File: config.mk
export PLATFORM = sky130hd
export DESIGN_NAME = hier_fanin_collector
export DESIGN_NICKNAME = d
export VERILOG_FILES = /design/src/rtl/hier_collect_pkg.sv /design/src/rtl/rr_arbiter.sv /design/src/rtl/hier_fanin_collector.sv
export SDC_FILE = /design/constraint.sdc
export NUM_CORES = 1
export LEC_CHECK = 0
export BUFFER_PORTS_ARGS = -buffer_cell sky130_fd_sc_hd__buf_2
export CORE_UTILIZATION = 30
export CTS_CLUSTER_SIZE = 28
export DETAILED_ROUTE_END_ITERATION = 6
export HOLD_SLACK_MARGIN = 0.08
export SETUP_SLACK_MARGIN = 0.15
export SYNTH_ARGS = -nofsm -noshare
export SYNTH_HDL_FRONTEND = slang
export SYNTH_HIERARCHICAL = 1
export SYNTH_SLANG_ARGS = --single-unit
File: constraint.sdc
create_clock -name clk -period 5.5 [get_ports clk]
set_clock_uncertainty 0.05 [all_clocks]
set_input_delay 0.55 -clock clk [delete_from_list [all_inputs] [get_ports clk]]
set_output_delay 0.55 -clock clk [all_outputs]
set_load 0.02 [all_outputs]
File: src/rtl/hier_collect_pkg.sv
// ---------------------------------------------------------------------------
// hier_collect_pkg
// Shared definitions for the hierarchical fan-in collector family.
//   - default N_CHILD / DATA_W / SRC_W / CNT_W constants
//   - pick_t : result of a round-robin search {found, idx}
//   - beat_t : upstream beat {src, data} at the default widths
//   - rr_pick: round-robin search of a valid vector starting at ptr
// ---------------------------------------------------------------------------
package hier_collect_pkg;

    localparam int unsigned N_CHILD_DEF = 5;
    localparam int unsigned DATA_W_DEF  = 16;
    localparam int unsigned SRC_W_DEF   = 3;
    localparam int unsigned CNT_W_DEF   = 16;

    // Largest supported child count and the index width that covers it.
    localparam int unsigned MAX_CHILD   = 8;
    localparam int unsigned PICK_W      = 3;

    typedef struct packed {
        logic              found;
        logic [PICK_W-1:0] idx;
    } pick_t;

    typedef struct packed {
        logic [SRC_W_DEF-1:0]  src;
        logic [DATA_W_DEF-1:0] data;
    } beat_t;

    // Searches valid[] from ptr upwards, wrapping at n-1 -> 0.
    // Only the first n entries take part; ptr is expected to be < n.
    function automatic pick_t rr_pick(
        input logic [MAX_CHILD-1:0] valid,
        input logic [PICK_W-1:0]    ptr,
        input int unsigned          n
    );
        pick_t       r;
        int unsigned idx;
        r = '0;
        for (int unsigned k = 0; k < MAX_CHILD; k++) begin
            idx = int'(ptr) + k;
            if (idx >= n) begin
                idx = idx - n;
            end
            if ((k < n) && !r.found && valid[idx[PICK_W-1:0]]) begin
                r.found = 1'b1;
                r.idx   = idx[PICK_W-1:0];
            end
        end
        return r;
    endfunction

endpackage

File: src/rtl/rr_arbiter.sv
// ---------------------------------------------------------------------------
// rr_arbiter
// Purely combinational round-robin arbiter.
// Ports:
//   valid     in  N      request vector
//   ptr       in  IDX_W  index with highest priority this cycle
//   grant     out N      one-hot grant, zero when nothing is valid
//   grant_idx out IDX_W  binary index of the granted request
//   grant_vld out 1      a request was granted
// ---------------------------------------------------------------------------
module rr_arbiter
    import hier_collect_pkg::*;
#(
    parameter int unsigned N     = N_CHILD_DEF,
    parameter int unsigned IDX_W = SRC_W_DEF
) (
    input  logic [N-1:0]     valid,
    input  logic [IDX_W-1:0] ptr,
    output logic [N-1:0]     grant,
    output logic [IDX_W-1:0] grant_idx,
    output logic             grant_vld
);

    logic [MAX_CHILD-1:0] valid_ext;
    logic [PICK_W-1:0]    ptr_n;
    pick_t                pick;

    always_comb begin
        valid_ext = MAX_CHILD'(valid);
        ptr_n     = PICK_W'(ptr);
        pick      = rr_pick(valid_ext, ptr_n, N);
        grant     = '0;
        for (int unsigned i = 0; i < N; i++) begin
            grant[i] = pick.found && (32'(pick.idx) == i);
        end
        grant_idx = IDX_W'(pick.idx);
        grant_vld = pick.found;
    end

endmodule

File: src/rtl/hier_fanin_collector.sv
// ---------------------------------------------------------------------------
// hier_fanin_collector
// Merges result beats from N_CHILD children into one registered upstream
// valid/ready channel, tagging each beat with its source index and tracking
// which children have reported during the current sweep.
// Ports:
//   clk, rst_n   clock, synchronous active-low reset
//   child_valid  in  per-child beat valid
//   child_data   in  packed payloads, child i at [i*DATA_W +: DATA_W]
//   child_ready  out per-child accept (one-hot or zero)
//   up_valid     out upstream beat valid
//   up_data      out upstream payload
//   up_src       out index of the child that produced up_data
//   up_ready     in  upstream accept
//   sweep_clr    in  clears the seen mask
//   seen_mask    out children accepted since last clear/completion
//   sweep_done   out one-cycle pulse when every child has reported
//   beat_cnt     out saturating count of upstream handshakes
// ---------------------------------------------------------------------------
module hier_fanin_collector
    import hier_collect_pkg::*;
#(
    parameter int unsigned N_CHILD = N_CHILD_DEF,
    parameter int unsigned DATA_W  = DATA_W_DEF,
    parameter int unsigned SRC_W   = SRC_W_DEF,
    parameter int unsigned CNT_W   = CNT_W_DEF
) (
    input  logic                      clk,
    input  logic                      rst_n,
    input  logic [N_CHILD-1:0]        child_valid,
    input  logic [N_CHILD*DATA_W-1:0] child_data,
    output logic [N_CHILD-1:0]        child_ready,
    output logic                      up_valid,
    output logic [DATA_W-1:0]         up_data,
    output logic [SRC_W-1:0]          up_src,
    input  logic                      up_ready,
    input  logic                      sweep_clr,
    output logic [N_CHILD-1:0]        seen_mask,
    output logic                      sweep_done,
    output logic [CNT_W-1:0]          beat_cnt
);

    typedef struct packed {
        logic [SRC_W-1:0]  src;
        logic [DATA_W-1:0] data;
    } out_beat_t;

    out_beat_t          beat_q, beat_d;
    logic               up_valid_q, up_valid_d;
    logic [SRC_W-1:0]   rr_ptr_q, rr_ptr_d;
    logic [N_CHILD-1:0] seen_mask_q, seen_mask_d;
    logic               sweep_done_q, sweep_done_d;
    logic [CNT_W-1:0]   beat_cnt_q, beat_cnt_d;

    logic [N_CHILD-1:0] grant;
    logic [SRC_W-1:0]   grant_idx;
    logic               grant_vld;
    logic               load_en;
    logic               child_hs;
    logic [DATA_W-1:0]  sel_data;
    logic [N_CHILD-1:0] seen_next;

    rr_arbiter #(
        .N     (N_CHILD),
        .IDX_W (SRC_W)
    ) u_arb (
        .valid     (child_valid),
        .ptr       (rr_ptr_q),
        .grant     (grant),
        .grant_idx (grant_idx),
        .grant_vld (grant_vld)
    );

    // Output register may take a new beat when empty or draining this cycle.
    assign load_en  = !up_valid_q || up_ready;
    // Gating with rst_n keeps children pending while reset is asserted.
    assign child_hs = rst_n && load_en && grant_vld;

    always_comb begin
        child_ready = '0;
        if (rst_n && load_en) begin
            child_ready = grant;
        end
    end

    always_comb begin
        sel_data = '0;
        for (int unsigned i = 0; i < N_CHILD; i++) begin
            if (grant[i]) begin
                sel_data = child_data[i*DATA_W +: DATA_W];
            end
        end
    end

    always_comb begin
        up_valid_d = up_valid_q;
        beat_d     = beat_q;
        rr_ptr_d   = rr_ptr_q;
        if (load_en) begin
            if (child_hs) begin
                up_valid_d  = 1'b1;
                beat_d.src  = grant_idx;
                beat_d.data = sel_data;
                if (grant_idx == SRC_W'(N_CHILD - 1)) begin
                    rr_ptr_d = '0;
                end else begin
                    rr_ptr_d = grant_idx + SRC_W'(1);
                end
            end else begin
                up_valid_d = 1'b0;
            end
        end
    end

    always_comb begin
        beat_cnt_d = beat_cnt_q;
        if (up_valid_q && up_ready && (beat_cnt_q != '1)) begin
            beat_cnt_d = beat_cnt_q + CNT_W'(1);
        end
    end

    // A handshake landing in the same cycle as sweep_clr survives the clear.
    always_comb begin
        seen_next = sweep_clr ? '0 : seen_mask_q;
        if (child_hs) begin
            seen_next = seen_next | grant;
        end
        if (seen_next == '1) begin
            sweep_done_d = 1'b1;
            seen_mask_d  = '0;
        end else begin
            sweep_done_d = 1'b0;
            seen_mask_d  = seen_next;
        end
    end

    always_ff @(posedge clk) begin
        if (!rst_n) begin
            up_valid_q   <= 1'b0;
            beat_q       <= '0;
            rr_ptr_q     <= '0;
            seen_mask_q  <= '0;
            sweep_done_q <= 1'b0;
            beat_cnt_q   <= '0;
        end else begin
            up_valid_q   <= up_valid_d;
            beat_q       <= beat_d;
            rr_ptr_q     <= rr_ptr_d;
            seen_mask_q  <= seen_mask_d;
            sweep_done_q <= sweep_done_d;
            beat_cnt_q   <= beat_cnt_d;
        end
    end

    assign up_valid   = up_valid_q;
    assign up_data    = beat_q.data;
    assign up_src     = beat_q.src;
    assign seen_mask  = seen_mask_q;
    assign sweep_done = sweep_done_q;
    assign beat_cnt   = beat_cnt_q;

endmodule

# Yosys cells after proc, flatten, opt, wreduce, memory -nomap -nowiden
# Cells that the tools add are included.
# word_totals
mem_bits_ro	0
latch_bits	0
memories	0
register_bits	45
ramBits	0
elab_cells	89
in_bits	89
out_inout_bits	47
# classes
n_reduce_logical	22
n_lt_le_gt_ge	10
n_eq_ne	6
muxes	31
shifts	0
add_sub_neg	11
mul	0
bitwise_logic	2
n_div	0
# op_table
operator	count
two-way mux 16 bit	5
less-than comparator 3 x 4 -> 1 bit (second input constant)	5
two-way mux 4 bit	5
two-way mux 3 bit	6
adder 16 x 1 -> 16 bit (second input constant)	1
>= comparator 4 x 3 -> 1 bit (second input constant)	4
!= test 16 bit (second input constant)	1
binary-select mux 1 bit (select 3 bit)	5
two-way mux 5 bit	3
subtractor 3 bit (second input constant)	5
logical AND 1 bit	13
adder 3 x 2 -> 4 bit (second input constant)	2
two-way mux 1 bit	7
== test 3 x 2 -> 1 bit (second input constant)	2
== test 5 bit (second input constant)	1
logical NOT 1 bit	5
OR 5 bit	1
adder 3 x 1 -> 4 bit (second input constant)	1
adder 3 x 3 -> 4 bit (second input constant)	1
adder 3 x 1 -> 3 bit (second input constant)	1
== test 3 x 1 -> 1 bit (second input constant)	1
== test 3 bit (second input constant)	1
>= comparator 3 bit (second input constant)	1
logical NOT 3 bit	1
4 further kinds	4

# Depth between registers and ports, before layout
# Gate-level depths: netlist of run 1.
# logic_depth
depth_word	24
depth_mapped	18
mapped_depth_nobuf	17

# Hierarchy
# The synthesis of run 1 kept the hierarchy.
# by_module_without_submodules
mod	seq_area_each_um2	cells_each	area_each_um2	instances
hier_fanin_collector	900.9	329	2636.3	1
rr_arbiter	0.0	117	915.9	1

# Worst setup path before layout of run 1
# No wires, ideal clock.
# synth_timing
path_kind	register -> output
start	register rr_ptr_q[0]
end	output child_ready[4]
arrival_ns	3.807
n_path_buf	2
setup_slack_ns	1.093
required_ns	4.900
path_stages_with_launch	15
path_cell_list	dfxtp_1 > inv_1 > ha_1 > inv_1 > fa_1 > o21bai_1 > o21ai_0 > mux2_2 > a32oi_1 > or2b_1 > or3b_1 > o21ai_1 > clkbuf_1 > buf_1 > and3_1
# synth_via
elab_chain_cells	20
elab_cells_between_ends	45
classes_between	9 x add/sub; 5 x order compare; 1 x eq/ne; 21 x mux; 9 x reduce/logical
# synth_lines
element	line	text
start, declared	hier_fanin_collector.sv:50	logic [SRC_W-1:0] rr_ptr_q, rr_ptr_d;
start signal, assigned	hier_fanin_collector.sv:148	rr_ptr_q <= rr_ptr_d;
parallel branches: the longest is 16 deep, another holds adder 3 x 1 -> 4 bit	-	
two-way mux 4 bit (*)	hier_collect_pkg.sv:45	if ((k < n) && !r.found && valid[idx[PICK_W-1:0]]) begin
== test 3 bit	rr_arbiter.sv:34	grant[i] = pick.found && (32'(pick.idx) == i);
logical AND 1 bit (*)	rr_arbiter.sv:34	
named net grant[4]	hier_fanin_collector.sv:55	logic [N_CHILD-1:0] grant;
two-way mux 5 bit (*)	hier_fanin_collector.sv:81	if (rst_n && load_en) begin
end, declared	hier_fanin_collector.sv:32	output logic [N_CHILD-1:0] child_ready,
# Mark *: on every way through the listed nets, which the timed path passes. The select of a mux whose other input is x is not followed.

# Worst setup path after layout of run 1
# layout_timing
start	register rr_ptr_q[1]
end	output child_ready[2]
# layout_via
elab_chain_cells	20
elab_cells_between_ends	45
classes_between	9 x add/sub; 5 x order compare; 1 x eq/ne; 21 x mux; 9 x reduce/logical
# layout_lines
element	line	text
parallel branches: the longest is 16 deep, another holds adder 3 x 1 -> 4 bit	-	
two-way mux 4 bit (*)	hier_collect_pkg.sv:45	
named net grant_idx[1]	hier_fanin_collector.sv:56	logic [SRC_W-1:0] grant_idx;
== test 3 x 2 -> 1 bit (*)	rr_arbiter.sv:34	
logical AND 1 bit (*)	rr_arbiter.sv:34	
named net grant[2]	hier_fanin_collector.sv:55	
two-way mux 5 bit (*)	hier_fanin_collector.sv:81	
# Marked as above.

==> results by group, run 1 <==
Logic synthesis
  • Synth Area per Inst: 7.96 µm²
  • Synth Instances: 446
  • Cell variety after synth: 77
  • Number of synthesized flops with an enable pin: 0
  • Seq cells post-synth: 45
  • Synth async-reset ratio: 0%
  • Seq/Total Area, Yosys: between 20% and 30%
  • YS warnings: 6
  • Synth Cell Area: roughly 0.0036 mm²
  • Most used DFF post-synth: dfxtp_1
  • Synth Net Count: 547

Clock tree
  • Root buffer cell: clkbuf_16
  • Clock buffer depth: 2
  • Clk sinks: 45
  • Insertion delay to the later sink of the worst-skew pair: 0.29 ns
  • Htree depth: 2
  • Number of setup buffers added after CTS: 0
  • CTS tree: built
  • Resized cells post-CTS: 0
  • Worst-path clk slew: roughly 0.060 ns
  • Number of buffers created by CTS: 5
  • Hold_buf cts: 0

Detailed routing
  • First-pass DRT Iterations: 5
  • Iteration-0 DRC Markers: 250
  • Drt wl/cell: between 15 and 20 µm
  • Routed WL: between 10000 and 15000 µm
  • Vias: 3758
  • DRT antenna net count: 0
  • # DRC: 0
  • Via-to-Cell Ratio: between 5 and 6

Floorplanning
  • Core Box Area: 0.0115 mm²
  • Die ar.: 0.0123 mm²
  • Initial core utilization: a little under a third
  • Die X-Extent: 111 µm
  • IO Pins: 136
  • Die Y: roughly 110 µm
  • Row count: 39

Pwr
  • VDD IR max: 0.361 mV
  • Pwr dens: 684 mW/mm²
  • Lkg Pwr: roughly 2.1 nW

Place
  • Final RePlAce weighted congestion: approximately 0.94
  • Port Buf Inserts: between 100 and 150
  • DP Area: roughly 0.0044 mm²
  • Post-DP HPWL: between 8000 and 9000 µm
  • Pre-CTS setup slack: 0.812 ns

Critical path
  • Top cell family by delay on the critical path: simple AND/OR/NAND/NOR gates
  • Critical path endpoint category: output pin
  • Largest fanout on the critical path: 25
  • Worst setup SP type: flop
  • Worst path cell trace: inv_1, ha_1, inv_2, or4_4, o211a_2, o221a_2, nor4_2, o21ai_0, o21ai_2, and2_1, and3_1, buf_2
  • CP max stage delay: 0.64 ns
  • WP data required: approximately 4.9 ns
  • Slowest cell on crit path: and2_1
  • Critical path class: reg -> out
  • CP bufs+invs: 3
  • Worst Path Arrival: 4.27 ns

Timing
  • Worst slew pin tran: 0.861 ns
  • Post-route setup slack: 0.628 ns
  • Max-slew violations: 0
  • RSZ-0062 raised after global routing: false
  • Setup-failing EPs final: 0
  • Hold_ws: 0.420 ns
  • Maximum clock frequency: 205 MHz
  • Relative slew slack: a little over two fifths
  • Setup TNS: 0 ns
  • Period utilization: 88.6%
  • Final min period: a little under 5 ns
  • Fin. Hold Viols: 0

Global route
  • Largest net degree at the start of global routing: 53
  • GRT Overall Usage: 18.4%
  • Remaining global-route overflow: 0
  • Initial antenna violation count: 0
  • First-pass GRT wire length: 18500 µm
  • Vias in the first global route: 3597

Layout
  • Area grow syn2layout: 27.2%
  • N_diodes: 0
  • Fin util: about two fifths
  • Fillers: between 1000 and 1500
  • Layout cells sized above 1: 33.0%
  • FF/Latch Area: around 900 µm²
  • Area of the multi-input gates: between 0.002 and 0.0025 mm²
  • Final net count: 672
  • Design area: 0.00452 mm²

Worst hold path
  • Hold WC Path Type: reg -> reg

Flow run
  • Maxcap violations: 0

Outcome
  • Status: complete, no violations
==> final timing paths <==
| check | start | endpoint | slack, ns | depth (start not counted) |
|---|---|---|---|---|
| max reg2reg | rr_ptr_q[0]$_SDFFE_PN0P_ | up_data[10]$_SDFFE_PN0P_ | 0.69 | 18 |
| min | up_src[0]$_SDFFE_PN0P_ | up_src[0]$_SDFFE_PN0P_ | 0.42 | 2 |
| min reg2reg | up_src[0]$_SDFFE_PN0P_ | up_src[0]$_SDFFE_PN0P_ | 0.42 | 2 |
| max | rr_ptr_q[1]$_SDFFE_PN0P_ | child_ready[2] | 0.63 | 12 |
==> cell families after synthesis <==
family	Yosys count	synth area share, %
buffers and inverters	58	7.04
muxes	12	4.33
xor gates and xnor gates	20	4.93
and+or+nand+nor	160	28.6
adders and majority gates	12	4.44
DFF	45	25.4
AOI/OAI and AO/OA	139	25.3
==> where the power goes <==
group | total, mW | leakage (nW) | switching [mW] | internal [mW]
sequential | 0.480 | 0.369 | 0.0604 | 0.420
clock | 0.344 | 0.0810 | 0.129 | 0.216
combinational | 2.27 | 1.69 | 1.38 | 0.889
total | 3.09 | 2.14 | 1.57 | 1.52
==> cell usage after synthesis (3+ instances only) <==
cell,count,share of area (%)
xnor2_1,9,2.2
nor3_2,3,0.85
mux2_2,3,0.95
a221oi_1,15,3.7
a31oi_1,16,2.8
buf_6,4,1.3
o21ai_0,11,1.5
o211ai_1,3,0.63
mux2i_1,6,1.7
nand3_1,9,1.3
a22o_1,4,0.99
clkbuf_1,20,2.1
a21oi_1,60,8.5
nor2_1,12,1.3
nand2_1,28,3.0
nor3_1,20,2.8
o21ai_1,3,0.42
xor2_1,11,2.7
and2_1,22,3.9
dfxtp_1,45,25
nor2b_1,20,3.5
ha_1,11,3.9
nor3b_1,4,0.85
a21boi_0,3,0.63
inv_1,30,3.2
o2111ai_1,4,0.99
nor3b_2,3,1.1
and3_1,9,1.6
nor4_2,5,1.8
==> sequential cells by signal, indices dropped and copies added, names as in the netlist <==
register / count
beat_cnt: 16
up_data: 16
seen_mask: 5
rr_ptr_q: 3
up_src: 3
sweep_done: 1
up_valid: 1
==> layer usage <==
metal	wire, µm	GRT usage (%)
met5	0	0
met4	221	5.87
met3	436	2.19
met2	5520	30.1
met1	5430	25.1
==> area by class of cell <==
cell class	count	area share, %
Clock inverter	2	0.858
Clock buffer	6	2.85
Sequential cell	45	19.9
Tap cell	143	3.96
Timing Repair Buffer	145	16.6
Inverter	31	2.58
Multi-Input combinational cell	343	53.2
==> worst min-delay path, delay by kind of cell, from the launching register on <==
family             cells  cell delay [ns]
and+or+nand+nor        1             0.05
AOI/OAI and AO/OA      1             0.06
DFF                    1             0.31
==> through the flow <==
stage               std cells  power (mW)
finish                    715        3.09
global route              715        3.34
CTS                       715        3.07
detailed placement        707        2.72
global placement          707        2.69
floorplan                 446        2.11
==> cell usage in the layout (no fill, tap or decap), types with 12 or more instances in the layout <==
| cell type | instances |
|---|---|
| a21oi_1 | 60 |
| and2_1 | 22 |
| inv_1 | 30 |
| buf_2 | 135 |
| nor3_1 | 20 |
| nor2_1 | 12 |
| nor2b_1 | 19 |
| dfxtp_1 | 45 |
| a31oi_1 | 16 |
| a221oi_1 | 15 |
| nand2_1 | 28 |
(Power assumes the default switching activity.)
==> inputs of run 2 (changes only) <==
HOLD_SLACK_MARGIN = 0.1   (was 0.08)
PLACE_DENSITY = 0.61   (was default)
SLEW_MARGIN = 40   (was default)
==> run 2 against run 1 <==
Compared with the run above:
- non-clock buffer count did not move
- sequential power rose by 2%
- fmax rose by 1.6%
==> results by group, run 2 (same netlist as run 1, synthesis figures left out) <==
Critical path
  • Top cell family by delay on the critical path: compound AO/OA/AOI/OAI gates
  • Critical path class: reg -> reg
  • Largest fanout on the critical path: 15
  • Worst path cell trace: ha_1, inv_1, fa_1, a21oi_1, mux2i_1, inv_1, a32oi_1, or2b_1, a211oi_1, o21ai_2, nor4bb_1, buf_4, and2b_1, a221oi_1, nor3_1, a21oi_1, a21oi_1
  • Critical path endpoint category: flop
  • CP max stage delay: 0.55 ns
  • CP bufs+invs: 3
  • WP data required: 5.66 ns
  • Cell mode on critical path: a21oi_1
  • Worst Path Arrival: 4.95 ns
  • Worst setup SP type: flop
  • Slowest cell on crit path: dfxtp_1

Clock tree
  • Resized cells post-CTS: 0
  • Number of buffers created by CTS: 5
  • Number of setup buffers added after CTS: 0
  • Worst-path clk slew: 0.06 ns
  • Clock buffer depth: 2
  • Htree depth: 2
  • Insertion delay to the later sink of the worst-skew pair: 0.28 ns
  • CTS tree: built
  • Hold_buf cts: 0
  • Root buffer cell: clkbuf_16
  • Clk sinks: 45

Global route
  • First-pass GRT wire length: 18500 µm
  • Vias in the first global route: 3658
  • Initial antenna violation count: 0
  • Largest net degree at the start of global routing: 53
  • Remaining global-route overflow: 0
  • GRT Overall Usage: 18.4%

Floorplanning
  • Die ar.: roughly 0.012 mm²
  • Die Y: 111 µm
  • Initial core utilization: 31.0%
  • Core Box Area: between 0.01 and 0.015 mm²
  • Die X-Extent: 111 µm
  • IO Pins: approximately 140
  • Row count: 39

Detailed routing
  • First-pass DRT Iterations: 5
  • Iteration-0 DRC Markers: a little over 300
  • Drt wl/cell: 16.3 µm
  • Via-to-Cell Ratio: between 5 and 6
  • DRT antenna net count: 0
  • Routed WL: approximately 12000 µm
  • # DRC: 0
  • Vias: 3858

Layout
  • Layout cells sized above 1: 33.0%
  • Final net count: roughly 670
  • N_diodes: 0
  • Area of the multi-input gates: 0.00240 mm²
  • FF/Latch Area: 901 µm²
  • Fillers: 1187
  • Most frequent cells in the layout: buf_2 (134), a21oi_1 (60), dfxtp_1 (45)
  • Area grow syn2layout: 27.4%
  • Most common cell after layout, fill and taps aside: buf_2
  • Fin util: 39.5%

Timing
  • Relative slew slack: 64.9%
  • Setup-failing EPs final: 0
  • Worst slew pin tran: 0.527 ns
  • Setup TNS: 0 ns
  • Fin. Hold Viols: 0
  • Final min period: 4.80 ns
  • RSZ-0062 raised after global routing: false
  • Max-slew violations: 0
  • Period utilization: 87.2%
  • Maximum clock frequency: between 200 and 250 MHz
  • Post-route setup slack: 0.704 ns

Place
  • Post-DP HPWL: 9020 µm
  • Port Buf Inserts: 135
  • Pre-CTS setup slack: 0.798 ns
  • Final RePlAce weighted congestion: slightly below 1

Outcome
  • Status: complete, no violations

Pwr
  • VDD IR max: 0.456 mV
  • Lkg Pwr: 2.14 nW
  • Pwr dens: 680 mW/mm²

Worst hold path
  • Hold WC Path Type: reg -> reg

Flow run
  • Maxcap violations: 0
[run 2: changes by cell type in the layout (fill, tap and decap cells not counted), sizes merged]
cell	previous run	this run
clkbuf	6	7
clkinv	1	0
[run 2: layout make-up]
type | instances | share of cell area [%]
Clock buffer | 7 | 3.15
Clock inverter | 1 | 0.664
Inverter | 31 | 2.57
Multi-Input combinational cell | 343 | 53.1
Sequential cell | 45 | 19.9
Tap cell | 143 | 3.95
Timing Repair Buffer | 145 | 16.6
[run 2: final timing paths]
check	start	end	slack (ns)	cells past startpoint
max reg2reg	rr_ptr_q[1]$_SDFFE_PN0P_	up_data[8]$_SDFFE_PN0P_	0.70	17
max	rr_ptr_q[1]$_SDFFE_PN0P_	up_data[8]$_SDFFE_PN0P_	0.70	17
min	up_src[0]$_SDFFE_PN0P_	up_src[0]$_SDFFE_PN0P_	0.42	2
min reg2reg	up_src[0]$_SDFFE_PN0P_	up_src[0]$_SDFFE_PN0P_	0.42	2
[run 2: stage by stage]
step                hold slack [ns]  instances  power (mW)  cell area, µm²
detailed placement            0.408        707        2.69            4350
global route                  0.451        715        3.32            4530
CTS                           0.422        715        3.05            4520
finish                        0.416        715        3.08            4530
floorplan                     0.476        446        2.11            3550
global placement              0.411        707        2.66            4350
[run 2: metal layers]
metal | vias up | wire length [µm] | global-route usage [%]
met1 | 1782 | 5380 | 26.0
met2 | 171 | 5160 | 28.0
li1 | 1871 | - | -
met5 | - | 0 | 0
met3 | 34 | 737 | 2.62
met4 | 0 | 356 | 7.47
[run 2: report_power, final]
| part | total [mW] | switching [mW] | internal (mW) |
|---|---|---|---|
| Sequential | 0.488 | 0.0678 | 0.420 |
| Combinational | 2.24 | 1.36 | 0.884 |
| Clock | 0.348 | 0.121 | 0.227 |
[run 2: worst min-delay path, cell delays in order (launching register included)]
cell and delay, ns:
dfxtp_1 0.32, nand3_1 0.06, o21ai_0 0.06
